==> src/rtl/sram_ctl_pkg.sv <==
// sram_ctl_pkg: shared state encoding, address-width default and halfword select
// for the 32-bit-to-16-bit SRAM controller.
package sram_ctl_pkg;

    localparam int SRAM_AW_DEF = 18;

    typedef enum logic [2:0] {IDLE, SETUP, STROBE, HOLD, DONE} state_t;

    function automatic logic [15:0] half_sel(input logic [31:0] d, input logic h);
        return h ? d[31:16] : d[15:0];
    endfunction

endpackage

==> src/rtl/sram_wait_ctr.sv <==
// sram_wait_ctr: 4-bit wait-state down-counter; zero marks the last strobe cycle.
module sram_wait_ctr (
    input  logic       clk,
    input  logic       reset,
    input  logic       load,
    input  logic       count,
    input  logic [3:0] value,
    output logic       zero
);

    logic [3:0] cnt;

    always_ff @(posedge clk or negedge reset) begin
        if (!reset) cnt <= '0;
        else if (load) cnt <= value;
        else if (count && cnt != 4'd0) cnt <= cnt - 4'd1;
    end

    assign zero = cnt == 4'd0;

endmodule

==> src/rtl/sram_ctl.sv <==
// sram_ctl: splits each 32-bit request into two 16-bit asynchronous SRAM accesses,
// low halfword first, with SETUP / WAIT-cycle STROBE / write-only HOLD phases.
module sram_ctl
    import sram_ctl_pkg::*;
#(
    parameter int WAIT    = 2,
    parameter int SRAM_AW = SRAM_AW_DEF
) (
    input  logic               clk,
    input  logic               reset,
    input  logic               sstb,
    output logic               sack,
    input  logic [31:0]        saddr,
    input  logic [31:0]        sdtw,
    output logic [31:0]        sdtr,
    input  logic               srw,
    output logic [SRAM_AW-1:0] sram_a,
    output logic [15:0]        sram_dq_o,
    input  logic [15:0]        sram_dq_i,
    output logic               sram_dq_oe,
    output logic               sram_ce_n,
    output logic               sram_oe_n,
    output logic               sram_we_n
);

    state_t             state, nstate;
    logic [SRAM_AW-2:0] addr;
    logic [31:0]        wdat;
    logic               rw, half, load, count, zero, act;
    logic               unused_addr;

    assign unused_addr = ^{saddr[31:SRAM_AW+1], saddr[1:0]};

    sram_wait_ctr u_ctr (
        .clk   (clk),
        .reset (reset),
        .load  (load),
        .count (count),
        .value (4'(WAIT - 1)),
        .zero  (zero)
    );

    always_ff @(posedge clk or negedge reset) begin
        if (!reset) state <= IDLE;
        else state <= nstate;
    end

    always_comb begin
        nstate     = state;
        load       = 1'b0;
        count      = 1'b0;
        act        = state == SETUP || state == STROBE || state == HOLD;
        sack       = state == DONE;
        sram_ce_n  = !act;
        sram_oe_n  = !(state == STROBE && !rw);
        sram_we_n  = !(state == STROBE && rw);
        sram_dq_oe = act && rw;
        sram_dq_o  = sram_dq_oe ? half_sel(wdat, half) : 16'h0;
        sram_a     = {addr, half};
        case (state)
            IDLE:    nstate = sstb ? SETUP : IDLE;
            SETUP:   begin nstate = STROBE; load = 1'b1; end
            STROBE:  begin
                count = 1'b1;
                if (zero) nstate = rw ? HOLD : (half ? DONE : SETUP);
            end
            HOLD:    nstate = half ? DONE : SETUP;
            default: nstate = IDLE;
        endcase
    end

    always_ff @(posedge clk or negedge reset) begin
        if (!reset) begin
            addr <= '0;
            wdat <= '0;
            rw   <= 1'b0;
            half <= 1'b0;
            sdtr <= '0;
        end else begin
            if (state == IDLE && sstb) begin
                addr <= saddr[SRAM_AW:2];
                wdat <= sdtw;
                rw   <= srw;
                half <= 1'b0;
            end else if (state != IDLE && nstate == SETUP) begin
                half <= 1'b1;
            end
            // read data is taken on the final strobe cycle of each halfword
            if (state == STROBE && zero && !rw) begin
                if (half) sdtr[31:16] <= sram_dq_i;
                else sdtr[15:0] <= sram_dq_i;
            end
        end
    end

endmodule

==> config.mk <==
export PLATFORM = sky130hd
export DESIGN_NAME = sram_ctl
export DESIGN_NICKNAME = d
export VERILOG_FILES = /design/src/rtl/sram_ctl_pkg.sv /design/src/rtl/sram_wait_ctr.sv /design/src/rtl/sram_ctl.sv
export SDC_FILE = /design/constraint.sdc
export NUM_CORES = 1
export LEC_CHECK = 0
export ABC_AREA = 1
export BUFFER_PORTS_ARGS = -buffer_cell sky130_fd_sc_hd__buf_2
export CAP_MARGIN = 20
export CORE_ASPECT_RATIO = 2
export CORE_UTILIZATION = 46
export CTS_BUF_LIST = sky130_fd_sc_hd__clkbuf_8
export CTS_CLUSTER_SIZE = 12
export DETAILED_ROUTE_END_ITERATION = 12
export PLACE_DENSITY = 0.8
export SYNTH_ARGS = -nofsm -noshare
export SYNTH_HDL_FRONTEND = slang
export SYNTH_SLANG_ARGS = --single-unit
==> constraint.sdc <==
create_clock -name clk -period 1.45 [get_ports clk]
set_input_delay 0 -clock clk [delete_from_list [all_inputs] [get_ports clk]]
set_output_delay 0 -clock clk [all_outputs]
set_load 0.02 [all_outputs]
==> out/results.ini, run 1 <==
[run_status]
status = finished, violations left
violations = negative setup slack

[finish]
multi_input_area_um2 = 1530
drive_above_1_share = 0.421
final.fill_count = 556
fin_nets = 753
regArea_um2 = 2250
antennaDiodeCount = 0
area_growth_pct = 53.7

[setup_path]
worstSetupEndpointType = output pin
crit_type = reg2out
worstPathMaxFanout = 8
critPathArrivalTime_ns = 1.48
cp.required_ns = 1.45
start_kind = register
reg2reg_depth = 8

[synth]
synth_top_family_by_area = simple AND/OR/NAND/NOR gates
syn_avg_cell_area_um2 = 9.10
synthAdderAreaFrac = 0.00309
synth_compound_area_frac = 0.157
yosysMostFrequentCell = nand2_1
synth_top_area_frac = 0.556
synthTopCellsByArea = dfrtp_1, nand2_1, o21ai_2, inv_1, o21ai_1
yosys.area_share.simple = 0.170
ys_top_cells_by_count = nand2_1, dfrtp_1, inv_1
ys.warnings.count = 0
synth_xor_area_frac = 0.00216
yosys.area.top_type = dfrtp_1
synth.mux.area_fraction = 0
ys_ff_latch = 90
async_reset_ff_frac = 1.00
syn_area_um2 = 4050
ys_types = 26
synth_enable_flop_cells = 0
synthFlopType = dfrtp_1
syn_inst = 445
ys_seq_area_frac = 0.556
postSynthNetCount = 530

[placement]
place.port_buffers = 139
gp_congestion = 0.792
post-place-ws_ns = -0.0155
hpwl_mm = 6.73

[timing]
clock_skew_ns = 0.0127
rsz0062_at_grt = yes
worst_pin_slew_ns = 0.452
holdWs_ns = 0.127
period_share = 1.02
fmax_mhz = 678
fin_tns_setup_ns = -0.151
setup_viol_count_final = 18
layout_setup_ws_ns = -0.0251
min_period_ns = 1.48
relSlewSlack = 0.698
drv_slew = 0
hold_violations = 0

[power]
pwr-share-seq = 0.332
p_leak_nw = 3.26
p_clk_frac = 0.127
switchingPower_mw = 6.04
total_power_mw = 13.5
p_int_mw = 7.45
irDropWorstVdd_mv = 1.90
combPwrFrac = 0.540
powerDensity_nw_per_um2 = 2170
switching_share = 0.448

[grt]
grt_max_degree = 81
grt_pass1_wl_mm = 18.4
track_usage = 0.269
antenna_found_initial = 0
grt.overflow.total = 0
grt_pass1_vias = 4090

[clock_network]
cts-buffers-inserted = 9
h-tree-depth = 3
clk_pin_slew_ns = 0.09
cts_num_sinks = 90
clockBufferDepth = 2
clkLatencyLatePin_ns = 0.36
cts_tree = yes
cts_root_buf = clkbuf_8

[floorplanning]
die_h_um = 135
num_rows = 48
ios = 155
core_um2 = 8590
fp.dieW_um = 68.4
die_area_um2 = 9210
start_util = 0.472

[route]
drc = 0
ant_nets = 0
totalWireLength_mm = 12.3
wl_per_cell_um = 15.9
vias = 3934
routed_via_density = 5.09
drt-initial-drc-count = 243
firstDrtPassIters = 5

[flow_run]
drv_cap = 0

[hold_path]
hp-class = in2async

[cell families (layout without fill, tap and decap cells)]
| group | Yosys count | in the layout |
|---|---|---|
| simple gates | 150 | 150 |
| compound gates | 102 | 102 |
| buf+inv | 101 | 329 |
| fa+ha+maj | 1 | 1 |
| flops | 90 | 90 |
| xor+xnor | 1 | 1 |
[layout make-up]
class	count	area share
clock buffers	10	0.0221
clock inverters	6	0.00945
inverters	79	0.0496
multi-input cells	254	0.246
flip-flops and latches	90	0.362
well taps	100	0.0201
repair buffers	234	0.291
[power groups by stage]
| stage | Combinational (mW) | Clock [mW] | Sequential [mW] |
|---|---|---|---|
| 6_report | 7.29 | 1.72 | 4.48 |
| 5_1_grt | 7.86 | 1.85 | 4.60 |
| 4_1_cts | 6.57 | 1.75 | 4.41 |
| 3_5_place_dp | 5.65 | 0 | 4.46 |
| 3_3_place_gp | 5.48 | 0 | 4.41 |
| 2_1_floorplan | 3.04 | 0 | 5.14 |
[routing by layer]
metal	GRT usage	share of wire	vias to the layer above
met5	0	0	-
met4	0.122	0.028	0
met3	0.0642	0.068	30
met2	0.485	0.54	184
met1	0.279	0.36	1896
li1	-	-	1824
[sequential cells by signal, summed over array words and instances (netlist names)]
register	cells
wdat	32
sdtr	32
half	1
rw	1
addr	17
state	3
u_ctr.cnt	4
[critical path, cell delays in order, from the launching register on]
cell,delay (ns)
dfrtp_2,0.41
nor2_4,0.05
inv_2,0.07
nand3_4,0.13
buf_16,0.19
a21oi_4,0.13
buf_6,0.13
[stage by stage]
step | utilization | area, µm² | cells
finish | 0.725 | 6230 | 773
global route | 0.725 | 6230 | 773
CTS | 0.705 | 6050 | 770
detailed placement | 0.574 | 4930 | 676
global placement | 0.574 | 4930 | 676
floorplan | - | 4050 | 445
[final timing paths]
path,start,to,slack [ns]
worst max-delay path,state[0],sram_dq_o[12],-0.03
worst min-delay path,reset,sdtr[30],0.13
worst max register to register,state[0],sdtr[6],-0.01
worst min register to register,sdtr[7],sdtr[7],0.49
max in group asynchronous,reset,sdtr[20],0.80
min in group clk,sstb,half,0.23
[cell usage in the layout (no fill, tap or decap)]
cell type      synthesis  routed
inv_8                  0       1
nor2_4                 1       3
nand2_1              101      95
o22ai_1                1       1
a21oi_4                0       7
nand3_2                3       1
clkinv_4               0       1
buf_4                  5      23
dfrtp_1               90      88
nand3_4                0       3
dfrtp_2                0       2
o21ai_1               49      49
inv_4                  0       2
buf_6                  6      14
dlygate4sd3_1          0      67
nand4_1                3       3
nor2_2                 1       2
ha_4                   0       1
a21oi_1               17       1
clkinv_1               1       1
inv_1                 72      73
o21ai_0                2       2
clkbuf_8               0      10
buf_8                  0       1
xor2_1                 1       1
bufinv_16              0       1
o31ai_1                1       1
clkinvlp_4             0       1
o21ai_2               32      32
nand3_1                5       4
buf_2                  9     120
nor2_1                 7       4
nand2_4                2       2
a21oi_2                0       9
inv_2                  6       4
buf_12                 0       7
buf_16                 0       2
clkinv_2               0       1
nand2_2               27      33
[what timing repair did]
action	4_1_cts	5_1_grt
gates cloned	1	0
hold buffers	67	0
endpoints found under the hold margin	172	0
setup endpoints to repair	26	51
buffers inserted	10	3
gates resized for setup	44	38
pin swaps	4	3
(Power assumes the default switching activity.)
==> run 2: changes to the inputs <==
--- a/config.mk
+++ b/config.mk
@@ -13,7 +13,7 @@
 export CTS_BUF_LIST = sky130_fd_sc_hd__clkbuf_8
 export CTS_CLUSTER_SIZE = 12
 export DETAILED_ROUTE_END_ITERATION = 12
-export PLACE_DENSITY = 0.8
+export PLACE_DENSITY = 0.79
 export SYNTH_ARGS = -nofsm -noshare
 export SYNTH_HDL_FRONTEND = slang
 export SYNTH_SLANG_ARGS = --single-unit
==> run 2 against run 1 <==
The flow now finishes without violations. Register-to-register slack improved by 0.06 ns. Setup slack improved by 0.030 ns. Highest routed layer unchanged. Final cell count fell by 0.65%. Non-clock buffer count fell by 7. Routed wire length fell by 6.6%. Clock-buffer cell count did not move. Clock skew fell by 0.0032 ns. Combinational power fell by 8.4%. Worst hold slack got worse by 0.10 ns. Critical path type unchanged. Sequential share of layout area rose by 0.86 points. Maximum frequency rose by 2.1%. Via count fell by 2.6%.
==> out/results.ini, run 2 (synthesized netlist as in run 1, its figures left out) <==
[floorplanning]
start_util = 0.472  ; unchanged
ios = 155  ; unchanged
num_rows = 48  ; unchanged
core_um2 = 8590  ; unchanged
die_h_um = 135  ; unchanged
fp.dieW_um = 68.4  ; unchanged
die_area_um2 = 9210  ; unchanged

[clock_network]
cts_root_buf = clkbuf_8
cts_tree = yes
clk_pin_slew_ns = 0.09  ; about the same
clockBufferDepth = 2  ; unchanged
cts_num_sinks = 90  ; unchanged
h-tree-depth = 3  ; unchanged
cts-buffers-inserted = 9  ; unchanged
clkLatencyLatePin_ns = 0.36  ; about the same

[setup_path]
slowest_delay_ns = 0.42  ; about the same
cp_cell_sequence = nor2_4, clkinv_4, nand3_4, a21oi_2, buf_6
worstSetupEndpointType = output pin
crit_type = reg2out
r2r-end = sdtr[16]
crit_path_end = sram_dq_o[5]
setup.worst_path.start = state[0]
r2r_setup_slack_ns = 0.05  ; +0.06 ns
timing.rr.start = state[0]
cp.required_ns = 1.45  ; about the same
worstPathMaxFanout = 8  ; unchanged
reg2reg_depth = 8  ; unchanged
start_kind = register
critPathArrivalTime_ns = 1.44  ; -0.04 ns
cpMaxStageDelayCell = dfrtp_1

[grt]
track_usage = 0.254  ; -0.0147
grt_pass1_wl_mm = 17.3  ; -6.1%
grt_pass1_vias = 3886  ; -5.0%
antenna_found_initial = 0  ; unchanged
grt_max_degree = 52  ; -36%
grt.overflow.total = 0  ; unchanged

[timing]
setup_viol_count_final = 0  ; -18
holdWs_ns = 0.0252  ; -0.102 ns
clock_skew_ns = 0.00954  ; -0.00318 ns
drv_slew = 0  ; unchanged
rsz0062_at_grt = yes
fmax_mhz = 692  ; +2.1%
min_period_ns = 1.44  ; -0.0301 ns
period_share = 0.997  ; -0.0208
layout_setup_ws_ns = 0.00503  ; +0.0301 ns
relSlewSlack = 0.653  ; -0.0456
hold_violations = 0  ; unchanged
worst_pin_slew_ns = 0.521  ; +0.0684 ns
fin_tns_setup_ns = 0  ; +0.151 ns

[finish]
mostFrequentLayoutCells = buf_2, nand2_1, dfrtp_1, inv_1, dlygate4sd3_1
area_growth_pct = 50.2
layout_commonest_cell = buf_2
final_area_um2 = 6080  ; -2.3%
reg_top3 = sdtr x32, wdat x32, addr x17
antennaDiodeCount = 0  ; unchanged
drive_above_1_share = 0.412  ; -0.00883
fin_util = 0.708  ; -0.0168
fin_nets = 748  ; -0.66%
stdcell_count = 768  ; -0.65%

[power]
pwr-share-seq = 0.350  ; +0.018
irDropWorstVdd_mv = 1.29  ; -32%
p_int_mw = 7.17  ; -3.8%
total_power_mw = 12.9  ; -4.0%
p_leak_nw = 3.20  ; -1.6%
switchingPower_mw = 5.78  ; -4.3%
p_clk_frac = 0.134  ; +0.007
powerDensity_nw_per_um2 = 2130  ; -1.7%
combPwrFrac = 0.516  ; -0.024
switching_share = 0.447  ; -0.00117

[route]
firstDrtPassIters = 4  ; -1
drt-initial-drc-count = 189  ; -22%
totalWireLength_mm = 11.5  ; -6.6%
drc = 0  ; unchanged
ant_nets = 0  ; unchanged
wl_per_cell_um = 14.9  ; -6.0%
vias = 3832  ; -2.6%
routed_via_density = 4.99  ; -2.0%

[hold_path]
hp-class = in2reg
whs_path_depth = 3

[run_status]
status = finished clean

[placement]
place.port_buffers = 139  ; unchanged
gp_congestion = 0.783  ; -1.2%
post-place-ws_ns = 0.0199  ; +0.0354 ns
dpl-instance-area_um2 = 4910  ; -0.41%
hpwl_mm = 6.53  ; -3.0%
dp.cells = 675  ; -0.15%

[flow_run]
drv_cap = 0  ; unchanged

-- run 2: changes by cell type in the layout (fill, tap and decap cells not counted), sizes merged --
| cell | previous run | this run |
|---|---|---|
| clkinv | 3 | 5 |
| clkinvlp | 1 | 3 |
| nand3 | 8 | 10 |
| buf | 167 | 160 |
| inv | 80 | 76 |
-- run 2: routing by layer --
metal	routed length, µm	track usage	vias up
met4	397	0.102	0
li1	-	-	1820
met3	667	0.0541	30
met2	6260	0.458	181
met1	4150	0.274	1801
met5	0	0	-
-- run 2: worst max-delay path: cells and delay by family (launching register included) --
kind            cells  cell delay (ns)
flops               1             0.42
simple gates        2             0.23
buf+inv             2             0.23
compound gates      1             0.20
-- run 2: how the worst min path moves through the flow --
stage          start      end  slack (ns)
2_1_floorplan  reset  addr[0]       -0.30
3_3_place_gp   reset  sdtr[4]      -0.002
3_5_place_dp   reset  sdtr[1]       0.009
4_1_cts         sstb  wdat[0]       0.008
5_1_grt         sstb  wdat[0]        0.03
6_report        sstb  wdat[0]        0.03
-- run 2: power by group through the flow --
stage	registers, mW	clock network [mW]	logic (mW)
detailed placement	4.47	0	5.53
floorplan	5.14	0	3.04
finish	4.53	1.73	6.68
global route	4.66	1.88	7.31
global placement	4.42	0	5.37
CTS	4.44	1.77	5.94
-- run 2: what timing repair did --
| item | CTS | global route |
|---|---|---|
| gates cloned | 1 | 2 |
| resized for setup | 14 | 54 |
| hold buffers | 67 | 0 |
| setup buffers | 3 | 4 |
| endpoints found under the setup margin | 19 | 54 |
| endpoints found under the hold margin | 118 | 0 |
| pin swaps | 2 | 4 |
-- run 2: cell type report --
type	count	area, µm²
Inverter	79	319
Clock buffer	10	138
Tap cell	100	125
Timing Repair Buffer	227	1700
Sequential cell	90	2250
Clock inverter	6	66.3
Multi-Input combinational cell	256	1480
Fill cell	583	2510
==> run 3: changes to the inputs <==
--- a/config.mk
+++ b/config.mk
@@ -8,12 +8,13 @@
 export ABC_AREA = 1
 export BUFFER_PORTS_ARGS = -buffer_cell sky130_fd_sc_hd__buf_2
 export CAP_MARGIN = 20
+export CELL_PAD_IN_SITES_DETAIL_PLACEMENT = 1
+export CELL_PAD_IN_SITES_GLOBAL_PLACEMENT = 1
 export CORE_ASPECT_RATIO = 2
-export CORE_UTILIZATION = 46
+export CORE_UTILIZATION = 33
 export CTS_BUF_LIST = sky130_fd_sc_hd__clkbuf_8
-export CTS_CLUSTER_SIZE = 12
 export DETAILED_ROUTE_END_ITERATION = 12
-export PLACE_DENSITY = 0.79
+export PLACE_DENSITY_LB_ADDON = 0.1
 export SYNTH_ARGS = -nofsm -noshare
 export SYNTH_HDL_FRONTEND = slang
 export SYNTH_SLANG_ARGS = --single-unit
==> run 3 against run 2 <==
The flow now finishes with violations (negative setup slack). Non-clock buffer count grew 12. Largest power group unchanged. First-iteration DRC count shrank 61%. Sequential power is essentially flat. Global-route usage shrank 6.2 points. Clock-buffer cell count grew 2. Register-to-register slack lost 0.06 ns. Highest routed layer unchanged. Power grew 5.9%.
==> out/results.ini, run 3 (synthesized netlist as in run 1, its figures left out) <==
[run_status]
status = finished, violations left
violations = negative setup slack

[route]
ant_nets = 0  ; unchanged
firstDrtPassIters = 4  ; unchanged
wl_per_cell_um = 15.2  ; +1.5%
drc = 0  ; unchanged
drt-initial-drc-count = 73  ; -61%
totalWireLength_mm = 12.5  ; +8.8%
routed_via_density = 4.60  ; -7.8%
vias = 3785  ; -1.2%

[clock_network]
cts_tree = yes
cts_num_sinks = 90  ; unchanged
h-tree-depth = 3  ; unchanged
clk_pin_slew_ns = 0.09  ; about the same
clockBufferDepth = 2  ; unchanged
cts_root_buf = clkbuf_8
cts-buffers-inserted = 9  ; unchanged
clkLatencyLatePin_ns = 0.36  ; about the same

[power]
p_leak_nw = 3.31  ; +3.3%
irDropWorstVdd_mv = 1.01  ; -22%
switching_share = 0.446  ; -0.000746
p_clk_frac = 0.121  ; -0.013
switchingPower_mw = 6.11  ; +5.7%
pwr-share-seq = 0.329  ; -0.021
p_int_mw = 7.60  ; +6.0%
combPwrFrac = 0.550  ; +0.034
powerDensity_nw_per_um2 = 2120  ; -0.56%

[setup_path]
critPathArrivalTime_ns = 1.51  ; +0.07 ns
timing.rr.start = state[0]
worstSetupEndpointType = output pin
r2r_setup_slack_ns = -0.01  ; -0.06 ns
worstPathMaxFanout = 8  ; unchanged
cp.required_ns = 1.45  ; about the same
r2r-end = sdtr[8]
setup.worst_path.start = state[0]
start_kind = register
reg2reg_depth = 8  ; unchanged
crit_path_end = sram_dq_o[14]
crit_type = reg2out

[timing]
fmax_mhz = 664  ; -4.1%
layout_setup_ws_ns = -0.0569  ; -0.0620 ns
clock_skew_ns = 0.00889  ; -0.000645 ns
rsz0062_at_grt = yes
fin_tns_setup_ns = -0.532  ; -0.532 ns
setup_viol_count_final = 19  ; +19
min_period_ns = 1.51  ; +0.0620 ns
worst_pin_slew_ns = 0.320  ; -0.201 ns
drv_slew = 0  ; unchanged
period_share = 1.04  ; +0.0427
hold_violations = 0  ; unchanged
holdWs_ns = 0.0733  ; +0.0481 ns
relSlewSlack = 0.787  ; +0.134

[placement]
gp_congestion = 0.752  ; -3.9%
hpwl_mm = 7.96  ; +22%
place.port_buffers = 139  ; unchanged
dpl-instance-area_um2 = 5000  ; +1.7%

[finish]
regArea_um2 = 2250  ; unchanged
final_area_um2 = 6470  ; +6.5%
area_growth_pct = 59.9
final.fill_count = 1376  ; +140%
mostFrequentLayoutCells = buf_2, nand2_1, dfrtp_1, inv_1, dlygate4sd3_1
fin_util = 0.547  ; -0.161
fin_nets = 758  ; +1.3%
drive_above_1_share = 0.426  ; +0.0146
multi_input_area_um2 = 1650  ; +11%
reg_top3 = sdtr x32, wdat x32, addr x17
layout_commonest_cell = buf_2
antennaDiodeCount = 0  ; unchanged

[grt]
grt_pass1_wl_mm = 18.5  ; +7.0%
grt_max_degree = 41  ; -21%
grt.overflow.total = 0  ; unchanged
track_usage = 0.193  ; -0.0618
grt_pass1_vias = 3931  ; +1.2%
antenna_found_initial = 0  ; unchanged

[floorplanning]
die_area_um2 = 12700  ; +38%
core_um2 = 11800  ; +38%
num_rows = 56  ; +17%
fp.dieW_um = 80.3  ; +18%
die_h_um = 159  ; +18%
ios = 155  ; unchanged
start_util = 0.342  ; -0.130

[hold_path]
hp-class = in2async

[flow_run]
drv_cap = 0  ; unchanged

run 3: cell types whose count changed in the layout (fill, tap and decap cells not counted), sizes merged:
cell | before | now
buf | 160 | 169
clkbuf | 10 | 15
clkinv | 5 | 1
inv | 76 | 79
nand3 | 10 | 8
bufinv | 1 | 0
run 3: worst max-delay path: stages (launching register included):
cell       delay [ns]
dfrtp_1          0.43
nor2_4           0.06
inv_2            0.09
nand3_4          0.10
clkbuf_16        0.20
a21oi_4          0.13
buf_6            0.13
run 3: stage by stage:
| step | setup slack (ns) | std cells | total power, mW |
|---|---|---|---|
| final | -0.0569 | 823 | 13.7 |
| after global placement | 0.0361 | 722 | 10.1 |
| after CTS | -0.0354 | 813 | 12.5 |
| after floorplan | 0.0964 | 445 | 8.18 |
| after detailed placement | 0.0109 | 722 | 10.3 |
| after global routing | -0.142 | 823 | 14.7 |
run 3: layer usage:
metal  routed length, µm  global-route usage
met1                4560               0.197
met2                7090               0.372
met3                 563              0.0441
met4                 274              0.0663
met5                   0                   0
run 3: layout make-up:
cell class,count,area share
clock inverters,4,0.00406
clock buffers,12,0.0255
repair buffers,239,0.292
inverters,79,0.0470
flip-flops and latches,90,0.348
multi-input cells,254,0.255
well taps,145,0.0280
run 3: power by group through the flow:
stage	logic, mW	registers (mW)	clock network [mW]
2_1_floorplan	3.04	5.14	0
3_3_place_gp	5.64	4.41	0
3_5_place_dp	5.82	4.46	0
4_1_cts	6.39	4.42	1.71
5_1_grt	8.19	4.65	1.81
6_report	7.54	4.50	1.66
run 3: what timing repair did:
action | in CTS | in global routing
endpoints found under the setup margin | 18 | 55
hold endpoints to repair | 172 | 0
resized for setup | 31 | 73
hold buffers | 67 | 0
pin swaps | 1 | 4
buffers inserted | 8 | 7
cloned | 0 | 3
run 3: worst min path at each step:
stage	from	slack [ns]	endpoint
after global placement	reset	-0.08	sdtr[28]
final	reset	0.07	sdtr[28]
after global routing	reset	0.08	sdtr[28]
after floorplan	reset	-0.30	addr[0]
after CTS	reset	0.06	sdtr[28]
after detailed placement	reset	-0.08	sdtr[28]
